`src/rtl/muldiv_pkg.sv`:
```
// Shared op codes, FSM encoding and op-class helpers for the HI/LO multiply/divide unit.
package muldiv_pkg;

   localparam logic [3:0] OP_NOP   = 4'h0;
   localparam logic [3:0] OP_MULT  = 4'h1;
   localparam logic [3:0] OP_MULTU = 4'h2;
   localparam logic [3:0] OP_DIV   = 4'h3;
   localparam logic [3:0] OP_DIVU  = 4'h4;
   localparam logic [3:0] OP_MADD  = 4'h5;
   localparam logic [3:0] OP_MADDU = 4'h6;
   localparam logic [3:0] OP_MSUB  = 4'h7;
   localparam logic [3:0] OP_MSUBU = 4'h8;
   localparam logic [3:0] OP_MUL   = 4'h9;
   localparam logic [3:0] OP_MTHI  = 4'hA;
   localparam logic [3:0] OP_MTLO  = 4'hB;

   typedef enum logic [1:0] {
      ST_IDLE = 2'd0,
      ST_CALC = 2'd1,
      ST_FIN  = 2'd2
   } state_e;

   function automatic logic is_signed(input logic [3:0] o);
      return o inside {OP_MULT, OP_DIV, OP_MADD, OP_MSUB, OP_MUL};
   endfunction

   function automatic logic is_mul(input logic [3:0] o);
      return o inside {OP_MULT, OP_MULTU, OP_MADD, OP_MADDU, OP_MSUB, OP_MSUBU, OP_MUL};
   endfunction

   function automatic logic is_acc(input logic [3:0] o);
      return o inside {OP_MADD, OP_MADDU, OP_MSUB, OP_MSUBU};
   endfunction

   function automatic logic is_div(input logic [3:0] o);
      return o inside {OP_DIV, OP_DIVU};
   endfunction

endpackage

```
`src/rtl/muldiv_iter_core.sv`:
```
// Iterative datapath: one shift-add multiply or restoring-divide step per cycle on magnitudes.
// MULDIV_FAST_MUL_EN: multiplies load a full array product at start and report last immediately.
module muldiv_iter_core #(
   parameter int WIDTH = 32
) (
   input  logic               clk,
   input  logic               rst_n,
   input  logic               start,
   input  logic               step,
   input  logic               div_mode,
   input  logic [WIDTH-1:0]   a,
   input  logic [WIDTH-1:0]   b,
   output logic               last,
   output logic [2*WIDTH-1:0] acc
);
`ifdef MULDIV_FAST_MUL_EN
   localparam bit FAST = 1'b1;
`else
   localparam bit FAST = 1'b0;
`endif
   localparam int CW = $clog2(WIDTH);

   // p holds the running product, or {remainder, quotient/dividend} when dividing
   logic [2*WIDTH-1:0] p_q, p_d, m_q, m_d;
   logic [WIDTH-1:0]   b_q, b_d, rem_n;
   logic [CW-1:0]      cnt_q, cnt_d;
   logic               div_q, div_d;
   logic [WIDTH:0]     r_sh, diff;

   always_ff @(posedge clk or negedge rst_n) begin
      if (!rst_n) begin
         p_q   <= '0;
         m_q   <= '0;
         b_q   <= '0;
         cnt_q <= '0;
         div_q <= 1'b0;
      end else begin
         p_q   <= p_d;
         m_q   <= m_d;
         b_q   <= b_d;
         cnt_q <= cnt_d;
         div_q <= div_d;
      end
   end

   always_comb begin
      p_d   = p_q;
      m_d   = m_q;
      b_d   = b_q;
      cnt_d = cnt_q;
      div_d = div_q;
      r_sh  = {p_q[2*WIDTH-1:WIDTH], p_q[WIDTH-1]};
      diff  = r_sh - {1'b0, b_q};
      rem_n = diff[WIDTH] ? r_sh[WIDTH-1:0] : diff[WIDTH-1:0];
      if (start) begin
         div_d = div_mode;
         b_d   = b;
         cnt_d = CW'(WIDTH - 1);
         m_d   = {{WIDTH{1'b0}}, a};
         p_d   = div_mode ? {{WIDTH{1'b0}}, a} : '0;
         if (FAST && !div_mode)
            p_d = m_d * {{WIDTH{1'b0}}, b};
      end else if (step && !(FAST && !div_q)) begin
         cnt_d = cnt_q - CW'(1);
         if (div_q) begin
            p_d = {rem_n, p_q[WIDTH-2:0], ~diff[WIDTH]};
         end else begin
            if (b_q[0])
               p_d = p_q + m_q;
            m_d = m_q << 1;
            b_d = b_q >> 1;
         end
      end
   end

   assign last = (FAST && !div_q) || (cnt_q == '0);
   assign acc  = p_q;

endmodule

```
`src/rtl/muldiv_ctrl.sv`:
```
// HI/LO multiply/divide sequencer: FSM, hazard stall, sign fix-up and HI/LO ownership.
// MULDIV_FAST_MUL_EN (in muldiv_iter_core) shortens multiply-class CALC to one cycle.
module muldiv_ctrl
   import muldiv_pkg::*;
#(
   parameter int WIDTH = 32
) (
   input  logic             clk,
   input  logic             rst_n,
   input  logic             op_valid,
   input  logic [3:0]       op,
   input  logic [WIDTH-1:0] rs_val,
   input  logic [WIDTH-1:0] rt_val,
   input  logic             hilo_rd,
   input  logic             flush,
   output logic             busy_o,
   output logic             stall_o,
   output logic             done_o,
   output logic [WIDTH-1:0] res_o,
   output logic [WIDTH-1:0] hi_o,
   output logic [WIDTH-1:0] lo_o
);
   state_e             state_q, state_d;
   logic [3:0]         cur_op_q, cur_op_d;
   logic               nres_q, nres_d, nrem_q, nrem_d, dz_q, dz_d;
   logic [WIDTH-1:0]   dvd_q, dvd_d, hi_q, hi_d, lo_q, lo_d;
   logic               accept, go_calc, sgn, core_last;
   logic [WIDTH-1:0]   a_mag, b_mag, quot_s, rem_s;
   logic [2*WIDTH-1:0] core_acc, prod_s, hilo;

   assign accept  = op_valid & ~flush & (state_q == ST_IDLE) & (op != OP_NOP) & (op <= OP_MTLO);
   assign go_calc = accept & (is_mul(op) | is_div(op));
   assign sgn     = is_signed(op);
   assign a_mag   = (sgn & rs_val[WIDTH-1]) ? -rs_val : rs_val;
   assign b_mag   = (sgn & rt_val[WIDTH-1]) ? -rt_val : rt_val;

   muldiv_iter_core #(.WIDTH(WIDTH)) u_core (
      .clk      (clk),
      .rst_n    (rst_n),
      .start    (go_calc),
      .step     (state_q == ST_CALC),
      .div_mode (is_div(op)),
      .a        (a_mag),
      .b        (b_mag),
      .last     (core_last),
      .acc      (core_acc)
   );

   // Sign correction applied to the magnitude results
   assign prod_s = nres_q ? -core_acc : core_acc;
   assign quot_s = nres_q ? -core_acc[WIDTH-1:0] : core_acc[WIDTH-1:0];
   assign rem_s  = nrem_q ? -core_acc[2*WIDTH-1:WIDTH] : core_acc[2*WIDTH-1:WIDTH];
   assign hilo   = {hi_q, lo_q};

   always_ff @(posedge clk or negedge rst_n) begin
      if (!rst_n) state_q <= ST_IDLE;
      else        state_q <= state_d;
   end

   always_comb begin
      state_d = state_q;
      case (state_q)
         ST_IDLE: if (go_calc) state_d = ST_CALC;
         ST_CALC: if (flush) state_d = ST_IDLE;
                  else if (core_last) state_d = ST_FIN;
         default: state_d = ST_IDLE;
      endcase
   end

   always_comb begin
      busy_o  = (state_q != ST_IDLE);
      done_o  = (state_q == ST_FIN) & ~flush;
      stall_o = (busy_o & (op_valid | hilo_rd)) | (accept & (op == OP_MUL))
              | ((state_q == ST_CALC) & (cur_op_q == OP_MUL));
      res_o   = (done_o & (cur_op_q == OP_MUL)) ? prod_s[WIDTH-1:0] : '0;
   end

   always_ff @(posedge clk or negedge rst_n) begin
      if (!rst_n) begin
         cur_op_q <= OP_NOP;
         nres_q   <= 1'b0;
         nrem_q   <= 1'b0;
         dz_q     <= 1'b0;
         dvd_q    <= '0;
         hi_q     <= '0;
         lo_q     <= '0;
      end else begin
         cur_op_q <= cur_op_d;
         nres_q   <= nres_d;
         nrem_q   <= nrem_d;
         dz_q     <= dz_d;
         dvd_q    <= dvd_d;
         hi_q     <= hi_d;
         lo_q     <= lo_d;
      end
   end

   always_comb begin
      cur_op_d = cur_op_q;
      nres_d   = nres_q;
      nrem_d   = nrem_q;
      dz_d     = dz_q;
      dvd_d    = dvd_q;
      hi_d     = hi_q;
      lo_d     = lo_q;
      if (accept) begin
         cur_op_d = op;
         nres_d   = sgn & (rs_val[WIDTH-1] ^ rt_val[WIDTH-1]);
         nrem_d   = sgn & rs_val[WIDTH-1];
         dz_d     = (rt_val == '0);
         dvd_d    = rs_val;
         if (op == OP_MTHI) hi_d = rs_val;
         if (op == OP_MTLO) lo_d = rs_val;
      end
      // done_o already folds in flush, so an aborted FIN commits nothing
      if (done_o) begin
         if (is_div(cur_op_q)) begin
            lo_d = dz_q ? '1 : quot_s;
            hi_d = dz_q ? dvd_q : rem_s;
         end else if (is_acc(cur_op_q)) begin
            if (cur_op_q inside {OP_MSUB, OP_MSUBU}) {hi_d, lo_d} = hilo - prod_s;
            else                                     {hi_d, lo_d} = hilo + prod_s;
         end else if (cur_op_q != OP_MUL) begin
            {hi_d, lo_d} = prod_s;
         end
      end
   end

   assign hi_o = hi_q;
   assign lo_o = lo_q;

endmodule

```
`config.mk`:
```
export PLATFORM = sky130hd
export DESIGN_NAME = muldiv_ctrl
export DESIGN_NICKNAME = d
export VERILOG_FILES = /design/src/rtl/muldiv_pkg.sv /design/src/rtl/muldiv_iter_core.sv /design/src/rtl/muldiv_ctrl.sv
export SDC_FILE = /design/constraint.sdc
export NUM_CORES = 2
export LEC_CHECK = 0
export CAP_MARGIN = 20
export CORE_MARGIN = 2
export CORE_UTILIZATION = 50
export CTS_CLUSTER_DIAMETER = 150
export DETAILED_ROUTE_END_ITERATION = 6
export PLACE_DENSITY = 0.69
export SETUP_SLACK_MARGIN = 0.02
export SLEW_MARGIN = 20
export SYNTH_ARGS = -nofsm -noshare
export SYNTH_HDL_FRONTEND = slang
export SYNTH_SLANG_ARGS = --single-unit
```
`constraint.sdc`:
```
create_clock -name clk -period 12.4 [get_ports clk]
set_input_delay 2.48 -clock clk [delete_from_list [all_inputs] [get_ports clk]]
set_output_delay 2.48 -clock clk [all_outputs]
set_load 0.005 [all_outputs]
```
==> flow_summary.toml <==
[synth]
synth_edf_count = 0
ys_warn_count = 0
avgSynthCellArea_um2 = 7.326
synthesis.area_um2 = 31350
ys_types = 105
ys_seq_area_share_pct = 21.63
async_reset_ff_share_pct = 100.0
synth_cells = 4279
synth_fp_nets = 4572
ys.flop_type = "dfrtp_1"
synth-seq-cells = 271

[worst_setup_path]
worstPathArrival_ns = 6.27
crit_type = "in -> out"
path_max_fanout = 42
worstSetupStartpointType = "primary input"
crit_start = "flush"
end_kind = "output port"
worstPathRequired_ns = 9.92
r2r-start = "u_core.acc[32]$_DFFE_PN0P_"

[routing]
routed_wirelength_um = 115200
vias = 32910
dr.pass1.iters = 6
wl_per_cell_um = 22.57
vias_per_cell = 6.447
dr.first_iter.drc_count = 4147
ant_nets = 0
drc = 0

[final_layout]
drive_above_1_share_pct = 5.767
fin_nets = 4531
areaGrowthSynthToFinish_pct = 10.79
final_common_cell = "nand2_1"
layout.cells.most_common_list = "547 x nand2_1, 425 x nor2_1, 362 x a21oi_1, 320 x o21ai_0, 268 x dfrtp_1"
stdcell_count = 5105

[placed_design]
dp_hpwl_um = 86750
io_buffers = 171
gp_congestion = 1.001
dp_slack_ns = 3.456
dp_cells = 5035

[clock_network]
cts_sinks = 271
worstSkewPairLatency_ns = 0.58
ctsResizeCount = 0
cts_root_buf = "clkbuf_16"
h-tree-depth = 2
postCtsSetupRepairBufs = 0
hold_buffers = 0
cts_buffers = 37
clk_pin_slew_worst_paths_ns = 0.06
cts_tree = "yes"
clock_path_buffers = 3

[sta]
tightestPinTransition_ns = 1.124
period_minus_slack_ns = 8.751
maxSlewHeadroom_pct = 24.80
fmax_ghz = 0.1143
finalSetupViolCount = 0
hold_viol = 0
fin_tns_setup_ns = 0
slew_viol_final = 0
rsz0062_at_grt = "false"
setup_slack_ns = 3.649
finClkSkew_ns = 0.03643
fin_crit_sh_pct = 70.58

[die]
rows = 91
io_pins = 172
design.die.area_um2 = 64710
die_h_um = 254.4
start_util_pct = 50.70
coreArea_um2 = 61830
die_x_um = 254.4

[min_path]
hold_class = "reg -> reg"
worstHoldStart = "dvd_q[0]$_DFFE_PN0P_"

[pwr]
vdd_drop_max_uv = 171.5
finalPower_mw = 9.054
p_leak_nw = 14.72
p_per_area_nw_per_um2 = 260.7

[global_routing]
grt_pass1_wl_um = 176600
grt_util_met3_pct = 7.961
grtUsageMet1_pct = 51.00
grt-ovfl-total = 0
grt_start_max_net_pins = 109
antenna_found_initial = 2
use_met2_pct = 49.79
top_usage_layer = "met1"
grt_usage_pct = 34.98
grt_pass1_vias = 29760

[status]
status = "completed"

[run]
max_cap_viol_count = 0
[registers in the layout (all words and copies together), names as in the netlist]
name / flops
u_core.acc: 64
u_core.m_q: 64
dvd_q: 32
hi_o: 32
lo_o: 32
u_core.b_q: 32
u_core.cnt_q: 5
cur_op_q: 4
state_q: 2
dz_q: 1
nrem_q: 1
nres_q: 1
u_core.div_q: 1
[area by class of cell]
class	instances	area, um^2
timing repair buffer	224	2115
clock inverter	16	252.7
multi-input combinational	3519	22760
fill	5990	27100
antenna	2	5.005
sequential	271	6785
tap	837	1047
inverter	185	694.4
clock buffer	51	1069
[worst paths after layout]
check	endpoint	slack (ns)	cells after the start
setup / recovery	res_o[29]	3.65	9
hold / removal	dvd_q[0]$_DFFE_PN0P_	0.48	2
setup reg to reg	hi_o[30]$_DFF_PN0_	5.35	20
hold reg to reg	dvd_q[0]$_DFFE_PN0P_	0.48	2
max in group asynchronous	u_core.m_q[59]$_DFFE_PN0P_	9.04	2
min in group asynchronous	u_core.acc[15]$_DFFE_PN0P_	1.95	1
[where the power goes]
| part | internal, mW | leakage [nW] | total, mW | switching (mW) |
|---|---|---|---|---|
| Sequential | 1.14 | 3.37 | 1.72 | 0.579 |
| Combinational | 2.38 | 10.7 | 6.15 | 3.78 |
| Clock | 0.730 | 0.653 | 1.18 | 0.448 |
[worst max-delay path, cell delays in order]
cell and delay, ns:
clkdlybuf4s50_1 0.56, or3b_2 0.51, buf_4 0.31, inv_2 0.26, nand2_1 0.17, nor2_1 0.59
nand2_2 0.57, nor2_1 0.25, clkdlybuf4s50_1 0.54
[synth_stat cells (71+ instances only)]
master | count | area, um^2
dfrtp_1 | 271 | 6782
xor2_1 | 116 | 1016
a21oi_1 | 363 | 1817
nor2_1 | 429 | 1610
nand2_1 | 548 | 2057
xnor2_1 | 187 | 1638
clkbuf_1 | 256 | 960.9
a21o_1 | 102 | 765.7
inv_1 | 184 | 690.7
mux2i_1 | 93 | 930.9
a31oi_1 | 94 | 588.1
nor3_1 | 71 | 355.3
ha_1 | 216 | 2703
o21ai_0 | 320 | 1602
[layer usage]
layer,wire [um],part of all wire [%],vias to the layer above
met1,50630,44,15523
li1,-,-,15420
met5,22,0.019,-
met3,13250,12,238
met4,4803,4.2,4
met2,46510,40,1725
[cells by family after synthesis]
family | count (synthesis) | share of synthesized area [%]
buf+inv | 489 | 5.999
compound gates | 1381 | 28.42
mux | 137 | 4.550
xor+xnor | 303 | 8.466
flops | 271 | 21.63
simple gates | 1478 | 22.06
fa+ha+maj | 220 | 8.877
[metrics by stage]
stage	utilization [%]	cell area (um^2)	hold slack, ns
5_1_grt	56.17	34720	0.5230
6_report	56.17	34730	0.4838
3_3_place_gp	54.01	33390	0.4636
3_5_place_dp	54.01	33390	0.4716
2_1_floorplan	-	31350	0.4496
4_1_cts	56.15	34710	0.4835
Note: power is estimated with default switching activity, not from simulation.
